`config.mk`:
```
export PLATFORM = sky130hd
export DESIGN_NAME = mem_arbiter
export DESIGN_NICKNAME = d
export VERILOG_FILES = /design/src/rtl/mem_arbiter.sv
export SDC_FILE = /design/constraint.sdc
export NUM_CORES = 1
export LEC_CHECK = 0
export ABC_AREA = 1
export CAP_MARGIN = 20
export CORE_AREA = 2 2 229 231
export CTS_CLUSTER_DIAMETER = 80
export DETAILED_ROUTE_END_ITERATION = 12
export DIE_AREA = 0 0 231 233
export DONT_BUFFER_PORTS = 1
export GPL_TIMING_DRIVEN = 0
export PLACE_DENSITY = 0.34
export SYNTH_ARGS = -nofsm -noshare
export SYNTH_HDL_FRONTEND = slang
export SYNTH_SLANG_ARGS = --single-unit
```
`constraint.sdc`:
```
create_clock -name clk -period 3.65 [get_ports clk]
set_input_delay 0.73 -clock clk [delete_from_list [all_inputs] [get_ports clk]]
set_output_delay 0.73 -clock clk [all_outputs]
set_load 0.05 [all_outputs]
```
`src/rtl/mem_arbiter.sv`:
```
// Arbitrates IFU/LSU onto one 1-cycle data-memory port; LSU priority with IFU starvation bound.
// Latency: read rsp 3 cycles after accept, write ack 2, misaligned error 1.
// Backpressure: rsp_valid holds until rsp_ready; no new request is accepted until then.
module mem_arbiter #(
    parameter int STARVE_LIMIT = 4,
    parameter int CNT_W        = 3
) (
    input  logic        clk,
    input  logic        rst,
    input  logic        ifu_req_valid,
    output logic        ifu_req_ready,
    input  logic [63:0] ifu_addr,
    output logic        ifu_rsp_valid,
    input  logic        ifu_rsp_ready,
    output logic [63:0] ifu_rdata,
    output logic        ifu_rsp_err,
    input  logic        lsu_req_valid,
    output logic        lsu_req_ready,
    input  logic        lsu_wen,
    input  logic [63:0] lsu_addr,
    input  logic [63:0] lsu_wdata,
    input  logic [1:0]  lsu_wdt,
    output logic        lsu_rsp_valid,
    input  logic        lsu_rsp_ready,
    output logic [63:0] lsu_rdata,
    output logic        lsu_rsp_err,
    output logic [63:0] mem_raddr,
    output logic [63:0] mem_waddr,
    output logic [63:0] mem_wdata,
    output logic        mem_ren,
    output logic        mem_wen,
    output logic [1:0]  wdt_op,
    input  logic [63:0] mem_rdata
);
    // Width encoding: 0 = 8b, 1 = 16b, 2 = 32b, 3 = 64b
    localparam logic [1:0] WDT8  = 2'd0;
    localparam logic [1:0] WDT16 = 2'd1;
    localparam logic [1:0] WDT32 = 2'd2;
    localparam logic [1:0] WDT64 = 2'd3;

    typedef enum logic [1:0] {IDLE, ISSUE, DATA, RESP} state_t;

    state_t             state;
    logic               owner_lsu;
    logic               wen_q;
    logic               err_q;
    logic [63:0]        addr_q;
    logic [63:0]        wdata_q;
    logic [63:0]        rdata_q;
    logic [1:0]         wdt_q;
    logic [CNT_W-1:0]   streak;

    logic               starved;
    logic               grant_lsu;
    logic               grant_ifu;
    logic               idle;
    logic               in_resp;
    logic               req_mis;
    logic [63:0]        req_addr;
    logic [1:0]         req_wdt;
    logic               owner_rsp_ready;

    function automatic logic misaligned(input logic [1:0] wdt, input logic [2:0] a);
        case (wdt)
            WDT8:    misaligned = 1'b0;
            WDT16:   misaligned = a[0];
            WDT32:   misaligned = |a[1:0];
            default: misaligned = |a[2:0];
        endcase
    endfunction

    assign starved   = (streak == CNT_W'(STARVE_LIMIT));
    assign grant_lsu = lsu_req_valid && !(ifu_req_valid && starved);
    assign grant_ifu = ifu_req_valid && !grant_lsu;
    assign idle      = (state == IDLE);
    assign in_resp   = (state == RESP);

    assign lsu_req_ready = idle && grant_lsu;
    assign ifu_req_ready = idle && grant_ifu;

    // Fetches are always word accesses regardless of what the LSU presents
    assign req_addr = grant_lsu ? lsu_addr : ifu_addr;
    assign req_wdt  = grant_lsu ? lsu_wdt  : WDT32;
    assign req_mis  = misaligned(req_wdt, req_addr[2:0]);

    assign owner_rsp_ready = owner_lsu ? lsu_rsp_ready : ifu_rsp_ready;

    always_ff @(posedge clk) begin
        if (rst) begin
            state     <= IDLE;
            owner_lsu <= 1'b0;
            wen_q     <= 1'b0;
            err_q     <= 1'b0;
            addr_q    <= '0;
            wdata_q   <= '0;
            rdata_q   <= '0;
            wdt_q     <= WDT8;
            streak    <= '0;
        end else begin
            case (state)
                IDLE: begin
                    if (grant_lsu || grant_ifu) begin
                        owner_lsu <= grant_lsu;
                        addr_q    <= req_addr;
                        wdata_q   <= grant_lsu ? lsu_wdata : 64'd0;
                        wdt_q     <= req_wdt;
                        wen_q     <= grant_lsu && lsu_wen;
                        err_q     <= req_mis;
                        rdata_q   <= '0;
                        state     <= req_mis ? RESP : ISSUE;
                        if (grant_lsu && ifu_req_valid) begin
                            if (!starved)
                                streak <= streak + 1'b1;
                        end else begin
                            streak <= '0;
                        end
                    end
                end
                ISSUE:   state <= wen_q ? RESP : DATA;
                DATA: begin
                    rdata_q <= mem_rdata;
                    state   <= RESP;
                end
                default: if (owner_rsp_ready) state <= IDLE;
            endcase
        end
    end

    assign mem_ren   = (state == ISSUE) && !wen_q;
    assign mem_wen   = (state == ISSUE) &&  wen_q;
    assign mem_raddr = addr_q;
    assign mem_waddr = addr_q;
    assign mem_wdata = wdata_q;
    assign wdt_op    = wdt_q;

    assign ifu_rsp_valid = in_resp && !owner_lsu;
    assign lsu_rsp_valid = in_resp &&  owner_lsu;
    assign ifu_rsp_err   = in_resp && !owner_lsu && err_q;
    assign lsu_rsp_err   = in_resp &&  owner_lsu && err_q;
    assign ifu_rdata     = owner_lsu ? 64'd0 : rdata_q;
    assign lsu_rdata     = owner_lsu ? rdata_q : 64'd0;
endmodule

```
==> run metrics <==
Final Hold Slack roughly 300 ps; switching part of the total 0.5265; cell row count 83; setup ws final about 420 ps; Gate power share 0.383; # DRC 0; Final min period between 3000 and 4000 ps; asr flop ratio synth 0; Total Wirelength ~43,000 um; run status finished, final reports clean; Starting Density 0.1924; Net Count, Synth 1,687; first-pass GRT wire length a little over 60,000 um; utilization after layout 0.2273; Clock Path Buffers 3; Cell Pwr Density roughly 1000 mW/mm2; final max-slew violation count 0; hold_buf cts 0; switching pwr ~6000 uW; GRT Overall Usage 0.1528; syn_area_per_cell between 6 and 7 um2; Area Growth Syn to Fin 18.18%; cell-internal power around 5500 uW; Finish-stage setup viols 0; CTS clk-pin slew, worst paths around 60 ps; clk_lat worst skew approximately 560 ps; DPL Wire Length 34,270 um; CTS tree yes; Hold Crit Class input pin to flip-flop; Worst VDD drop between 300 and 400 uV; CP max FO 10; Mapped Area approximately 0.0098 mm2; drt via density 4.254; Syn Inst Count approximately 1,400; Setup Fix Bufs, Post-CTS 0; CP Cell Sequence inv_1, ha_1, nand3_2, nand2_2, inv_2, clkbuf_1, nor2_2; Synth top area share 0.4115; core area a little over 0.05 mm2; post-synth top area cell dfxtp_1; vias in the first global route between 9,000 and 10,000; Pleak around 0.0053 uW; Routed Antenna Nets 0; pre-CTS setup slack around 460 ps; Worst EP required roughly 3000 ps; largest net degree at the start of global routing 14; Synth area leaders dfxtp_1 41%, nand2_1 13%, inv_1 8.0%; die span in y 233 um; Reg power frac 0.383; Netlist cell types 29; TritonCTS buffer count 28; post-synthesis sequential area ratio 0.4115; Max Clk Rate approximately 310 MHz; Slew @ Worst Pin 1069 ps; initial drt markers roughly 370; # IOs 595; Crit path largest cell delay between 600 and 700 ps; Post-synth EDFFs 0; critical path type flip-flop to output pin; MaxCap Viol Count 0; RSZ-0062 raised after global routing no; overall power 11,630 uW; period utilization 0.8841; multi-input logic area 0.004011 mm2; Die Width about 230 um; WL per Instance ~20 um; Critical Path AT between 2000 and 3000 ps; CP Launch Type flip-flop; Final Hold Viols 0; slew margin rel. 0.2849; initial antenna violation count 3; Sum Neg Setup Slack 0 ps; Port Buf Inserts 0; clock share of power 0.234; htree depth 1; crit end category output pin; cell at the slowest stage of the critical path nor2_2; CTS Root Cell clkbuf_16; Filler Cell Count a little under 6,000; Worst Clk Skew between 15 and 20 ps; ys flop type dfxtp_1; synthesized flop and latch total 202; register area 0.004044 mm2; yosys warns 0; RD Place Congestion approximately 0.84; die area 0.05382 mm2; layout cells sized above 1 0.1188; # nets final between 1,500 and 2,000; via count of the routed design between 9,000 and 10,000; total grt overflow 0; clk sinks around 200; 1st-pass router iterations 5
[through the flow]
stage	cell area, um2	cells
finish	11610	2146
detailed placement	10680	2094
global route	11610	2145
CTS	11600	2145
global placement	10680	2094
floorplan	9828	1414
[area by class of cell]
type / count / share of cell area
flip-flops and latches: 202 / 0.3482
multi-input cells: 835 / 0.3454
plain buffers: 163 / 0.08413
well taps: 680 / 0.07325
clock buffers: 42 / 0.07185
inverters: 213 / 0.06884
clock inverters: 9 / 0.007217
repair buffers: 1 / 0.0009695
diodes: 1 / 0.0002154
[flip-flops by register name (all words and copies together), names as in the netlist]
name / flops
wdt_op: 2
rdata_q: 64
state: 2
owner_lsu: 1
mem_wdata: 64
wen_q: 1
err_q: 1
streak: 3
mem_raddr: 64
[power groups by stage]
stage	Combinational [uW]	Clock, uW	Sequential, uW
2_1_floorplan	3610	0	4280
3_3_place_gp	4540	0	4510
3_5_place_dp	4540	0	4510
4_1_cts	4550	2850	4470
5_1_grt	4890	2930	4520
6_report	4460	2720	4450
[timing repair]
action / 4_1_cts / 5_1_grt
gates resized for setup: 0 / 1
endpoints found under the setup margin: 0 / 21
hold endpoints to repair: 0 / 0
[worst max-delay path: cells and delay by family (launching register included)]
family	cells	cell delay, ps
AND/OR/NAND/NOR	3	960
buffers and inverters	3	480
flip-flops	1	320
adder cells (fa/ha/maj)	1	160
[synth_stat cells (all sizes together), types with 2 or more instances]
| master | instances |
|---|---|
| buf | 115 |
| o21ai | 8 |
| a31oi | 2 |
| o211ai | 64 |
| a21oi | 136 |
| nor2 | 74 |
| ha | 8 |
| inv | 212 |
| dfxtp | 202 |
| nand2 | 343 |
| clkbuf | 49 |
| or2 | 64 |
| nand3 | 130 |
[layout by cell type (no fill, tap or decap), drive strengths merged, types with 2 or more instances in the layout]
cell type,netlist,final
o211ai,64,64
buf,115,116
clkinv,1,7
or2,64,64
inv,212,213
a31oi,2,2
o21ai,8,8
nand3,130,130
clkbuf,49,90
nand2,343,343
a21oi,136,136
nor2,74,74
dfxtp,202,202
ha,8,8
[path summary, 6_finish.rpt]
| kind | start | to | slack (ps) | cells after the start |
|---|---|---|---|---|
| max | streak[0]$_SDFFE_PP0P_ | ifu_req_ready | 420 | 7 |
| min | lsu_wdata[40] | mem_wdata[40]$_SDFFE_PP0P_ | 310 | 2 |
| max reg2reg | state[0]$_SDFFE_PP0P_ | rdata_q[4]$_SDFFE_PP0P_ | 1540 | 6 |
| min reg2reg | streak[0]$_SDFFE_PP0P_ | streak[0]$_SDFFE_PP0P_ | 490 | 2 |
[routing by layer]
metal	global-route usage	vias to the layer above	wire [um]
met5	0	-	13
met4	0.03024	2	764
met3	0.05907	45	4052
met2	0.2774	362	21730
met1	0.1686	4317	16550
li1	-	4403	-
[kinds of logic (layout without fill, tap and decap cells)]
family	count (synthesis)	after routing	synth area share
and+or+nand+nor	614	614	0.2699
buffers and inverters	377	428	0.1812
AOI/OAI and AO/OA	211	211	0.1254
DFF	202	202	0.4115
adders and majority gates	8	8	0.01019
xor gates and xnor gates	1	1	0.0008913
muxes	1	1	0.001019
other	0	1	0
(Power assumes the default switching activity.)
